File: src/rtl/ip_stats_reader.sv
// ip_stats_reader
//   Read-side counterpart of the free-running stats counters. A snapshot
//   request captures all NUM_STATS counters on one edge. The captured words
//   are then streamed out one per accepted valid/ready handshake.
//
//   Optional feature macro: IP_STATS_RD_DELTA_EN
//     defined   : each word is snap[k] - prev[k] (mod 2**STATS_WIDTH), the
//                 increment since the last fully read snapshot
//     undefined : each word is the raw snap[k]; no prev registers exist
//
// Ports
//   clock      in   rising-edge clock
//   reset      in   asynchronous, active-low reset
//   snapReq    in   single-cycle snapshot request
//   statsIn    in   flattened counters, counter k at [k*STATS_WIDTH +: STATS_WIDTH]
//   rdReady    in   downstream accepts the current word
//   rdValid    out  rdData / rdIndex / rdLast are valid
//   rdData     out  snapshot word (raw value or delta)
//   rdIndex    out  counter index of rdData
//   rdLast     out  high with the word for index NUM_STATS-1
//   busy       out  a snapshot is being streamed
//   donePulse  out  one-cycle pulse after the last word is accepted
//   snapMiss   out  sticky: a snapReq arrived while busy
module ip_stats_reader #(
    parameter int unsigned NUM_STATS   = 4,
    parameter int unsigned STATS_WIDTH = 8,
    parameter int unsigned IDX_WIDTH   = 2
) (
    input  logic                             clock,
    input  logic                             reset,
    input  logic                             snapReq,
    input  logic [NUM_STATS*STATS_WIDTH-1:0] statsIn,
    input  logic                             rdReady,
    output logic                             rdValid,
    output logic [STATS_WIDTH-1:0]           rdData,
    output logic [IDX_WIDTH-1:0]             rdIndex,
    output logic                             rdLast,
    output logic                             busy,
    output logic                             donePulse,
    output logic                             snapMiss
);

    typedef enum logic {IDLE, SEND} state_t;

    localparam logic [IDX_WIDTH-1:0] LAST_IDX = IDX_WIDTH'(NUM_STATS - 1);

    state_t                 state;
    logic [STATS_WIDTH-1:0] snap [NUM_STATS];
`ifdef IP_STATS_RD_DELTA_EN
    logic [STATS_WIDTH-1:0] prev [NUM_STATS];
`endif

    logic [IDX_WIDTH-1:0]   next_idx;
    logic [STATS_WIDTH-1:0] first_word;
    logic [STATS_WIDTH-1:0] next_word;

    // rdData is registered, so the word for the following index is
    // prepared ahead of the edge that advances the index. prev[next_idx]
    // is untouched by the accept of the current index.
    always_comb begin
        next_idx = rdIndex + IDX_WIDTH'(1);
`ifdef IP_STATS_RD_DELTA_EN
        first_word = statsIn[0 +: STATS_WIDTH] - prev[0];
        next_word  = snap[next_idx] - prev[next_idx];
`else
        first_word = statsIn[0 +: STATS_WIDTH];
        next_word  = snap[next_idx];
`endif
    end

    always_ff @(posedge clock or negedge reset) begin
        if (!reset) begin
            state     <= IDLE;
            rdValid   <= 1'b0;
            rdData    <= '0;
            rdIndex   <= '0;
            rdLast    <= 1'b0;
            busy      <= 1'b0;
            donePulse <= 1'b0;
            snapMiss  <= 1'b0;
            for (int unsigned k = 0; k < NUM_STATS; k++) begin
                snap[k] <= '0;
`ifdef IP_STATS_RD_DELTA_EN
                prev[k] <= '0;
`endif
            end
        end else begin
            donePulse <= 1'b0;
            case (state)
                IDLE: begin
                    if (snapReq) begin
                        for (int unsigned k = 0; k < NUM_STATS; k++) begin
                            snap[k] <= statsIn[k*STATS_WIDTH +: STATS_WIDTH];
                        end
                        snapMiss <= 1'b0;
                        rdIndex  <= '0;
                        rdData   <= first_word;
                        rdLast   <= 1'b0;
                        rdValid  <= 1'b1;
                        busy     <= 1'b1;
                        state    <= SEND;
                    end
                end
                SEND: begin
                    if (snapReq) begin
                        snapMiss <= 1'b1;
                    end
                    if (rdReady) begin
`ifdef IP_STATS_RD_DELTA_EN
                        prev[rdIndex] <= snap[rdIndex];
`endif
                        if (rdIndex == LAST_IDX) begin
                            state     <= IDLE;
                            rdValid   <= 1'b0;
                            busy      <= 1'b0;
                            rdLast    <= 1'b0;
                            donePulse <= 1'b1;
                        end else begin
                            rdIndex <= next_idx;
                            rdData  <= next_word;
                            rdLast  <= (next_idx == LAST_IDX);
                        end
                    end
                end
                default: state <= IDLE;
            endcase
        end
    end

endmodule

File: config.mk
export PLATFORM = sky130hd
export DESIGN_NAME = ip_stats_reader
export DESIGN_NICKNAME = d
export VERILOG_FILES = /design/src/rtl/ip_stats_reader.sv
export SDC_FILE = /design/constraint.sdc
export NUM_CORES = 1
export LEC_CHECK = 0
export ABC_AREA = 1
export CELL_PAD_IN_SITES_DETAIL_PLACEMENT = 0
export CELL_PAD_IN_SITES_GLOBAL_PLACEMENT = 2
export CORE_MARGIN = 2
export CORE_UTILIZATION = 28
export CTS_BUF_LIST = sky130_fd_sc_hd__clkbuf_16
export DETAILED_ROUTE_END_ITERATION = 10
export HOLD_SLACK_MARGIN = 0.15
export PLACE_DENSITY_LB_ADDON = 0.3
export RECOVER_POWER = 100
export SLEW_MARGIN = 20
export SYNTH_ARGS = -nofsm -noshare
export SYNTH_HDL_FRONTEND = slang
export SYNTH_SLANG_ARGS = --single-unit
File: constraint.sdc
create_clock -name clock -period 2.28 [get_ports clock]
set_input_delay 0.342 -clock clock [delete_from_list [all_inputs] [get_ports clock]]
set_output_delay 0.342 -clock clock [all_outputs]
set_load 0.03 [all_outputs]
==> out/metrics.cfg <==
[status]
status=completed

[route]
via_per_inst=4.21
routed_wl_um=5360
drtIter0Drc=87
vias=1851
ant_nets=0
routedWlPerCell_um=12.2
route.detailed.drc=0
first_pass_iters=4

[synth]
synthTopCellsByCount=171 x nand2_1, 47 x dfrtp_1, 21 x nor2_1, 18 x nand3_1, 9 x buf_2
netlist_area_um2=2210
synth-seq-cells=47
synth_edf_count=0
ys_types=15
ys.flop_type=dfrtp_1
synthArstFlopShare_pct=100
synth_top_area_cell=dfrtp_1
synth.area.top_cells=dfrtp_1 53%, nand2_1 29%, nand3_1 4.1%
yosysSeqAreaShare_pct=53.3
syn-num-nets=325
synth_area_per_cell_um2=7.69
netlist.area_leader.share_pct=53.3
yosys_warnings=0
synthCells=287
yosysMostFrequentCell=nand2_1

[clocking]
cts_buffers=5
cts_tree=built
htreeDepth=2
cts_sinks=47
worstSkewPairLatency_ns=0.28
cts_buffer_depth=2
root_buffer=clkbuf_16
clk_pin_slew_ns=0.06
ctsResizeCount=0
post-cts-setup-buffer-count=0

[critical_path]
worstSetupEndpoint=rdIndex[0]
criticalPathCategory=reg -> out
critical_path_arrival_ns=1.63
r2r_start=rdIndex[0]$_DFFE_PN0P_
cp-startpoint=rdIndex[0]$_DFFE_PN0P_
crit_required_ns=1.94
r2r_cells=8
reg2reg_slack_ns=0.47
cp_max_fo=20
crit_path_end_kind=output pin
start_kind=flop
rr_endpoint=rdData[0]$_DFFE_PN0P_

[timing]
holdWs_ns=0.470
worst_slack_ns=0.306
clock.fmax_mhz=507
max_slew_margin_pct=4.59
timing.setup.tns_ns=0
finalSetupViolCount=0
period_share_pct=86.6
period_minus_slack_ns=1.97
tightest_slew_ns=1.43
final-hold-violation-count=0
rsz0062_at_grt=no
fin_worst_skew_ns=0.00504
slew_violations=0

[global_route]
grt_usage_pct=14.0
grt_pass1_vias=1875
overflow=0
grt_max_degree=34
grt_pass1_wl_um=9320
antenna_found_initial=0

[floorplanning]
start_util_pct=28.7
ios=51
rows=32
die_w_um=92.8
core_um2=7690
die_h_um=92.8
design.die.area_um2=8610

[finish]
stdcell_area_um2=2940
layout-drive-gt1-share_pct=4.44
fillers=861
layout.nets=375
multiInputGateArea_um2=907
post-route-util_pct=38.2
antennaDiodeCount=0
register_area_um2=1180
syn_to_final_growth_pct=33.0

[job]
cap_violations=0

[min_path]
hold_class=reg -> reg

[place]
placed_area_um2=2800
gp_congestion=0.815
io_buffer_count=50
post-place-ws_ns=0.563
hpwl_um=3910

[power_and_ir_drop]
leakagePower_uw=0.00151
peakVddDrop_uv=372
p_per_area_nw_per_um2=1380

-- routing by layer --
| metal | track usage, % | wire (um) | vias up |
|---|---|---|---|
| li1 | - | - | 971 |
| met1 | 19.1 | 2680 | 835 |
| met2 | 22.3 | 2390 | 39 |
| met3 | 3.17 | 225 | 6 |
| met4 | 4.04 | 68 | 0 |
| met5 | 0 | 0 | - |
-- flip-flops by register name, indices dropped and copies added, names as in the netlist --
name	cells
rdData	8
snapMiss	1
busy	1
rdLast	1
snap	32
donePulse	1
state	1
rdIndex	2
-- cells in the final DEF (no fill, tap or decap) --
cell type	netlist	final
nand2_1	171	171
inv_1	5	7
dfrtp_1	47	47
inv_2	2	1
o21ai_1	2	1
clkinv_1	0	2
clkbuf_16	0	5
nand2_4	1	1
clkdlybuf4s50_1	0	34
o22ai_1	1	1
nor2_8	2	2
buf_12	0	1
o21ai_0	0	1
ha_1	2	2
buf_4	3	5
dlygate4sd3_1	0	16
nor2_1	21	22
clkbuf_1	0	1
nand3_1	18	18
-- worst min path at each step --
stage | endpoint | cells after the start | slack (ns) | startpoint
after floorplan | busy$_DFFE_PN0P_ | 0 | 0.05 | reset
after global placement | snap[16]$_DFFE_PN0P_ | 1 | 0.38 | reset
after detailed placement | snap[16]$_DFFE_PN0P_ | 1 | 0.38 | reset
after CTS | snap[25]$_DFFE_PN0P_ | 2 | 0.48 | snap[25]$_DFFE_PN0P_
after global routing | snap[15]$_DFFE_PN0P_ | 2 | 0.49 | snap[15]$_DFFE_PN0P_
final | rdData[3]$_DFFE_PN0P_ | 2 | 0.47 | rdData[3]$_DFFE_PN0P_
-- logic make-up after synthesis --
kind of cell               synth area share (%)
adders and majority gates                  1.13
buffers and inverters                      5.27
and+or+nand+nor                            39.6
DFF                                        53.3
AOI/OAI and AO/OA                         0.737
-- timing repair --
action,4_1_cts,5_1_grt
setup endpoints to repair,0,0
hold endpoints to repair,25,0
hold buffers,1,0
-- cell type report --
class,count,share of cell area [%]
Multi-Input combinational cell,219,30.9
Tap cell,102,4.35
Inverter,7,0.895
Clock inverter,3,0.384
Timing Repair Buffer,57,19.1
Sequential cell,47,40.1
Clock buffer,5,4.26
-- metrics by stage --
step	power [uW]	instances
2_1_floorplan	2800	287
3_3_place_gp	3450	431
3_5_place_dp	3470	431
4_1_cts	4170	440
5_1_grt	4470	440
6_report	4050	440
-- critical path: stages, from the launching register on --
cell and delay, ns:
dfrtp_1 0.34, buf_4 0.24, dlygate4sd3_1 0.77
-- where the power goes --
group / internal [uW] / total, uW / switching [uW] / leakage, uW
Sequential: 1220 / 1460 / 244 / 0.000582
Clock: 395 / 695 / 300 / 0.0000701
Combinational: 705 / 1890 / 1180 / 0.000857
(Power assumes the default switching activity.)
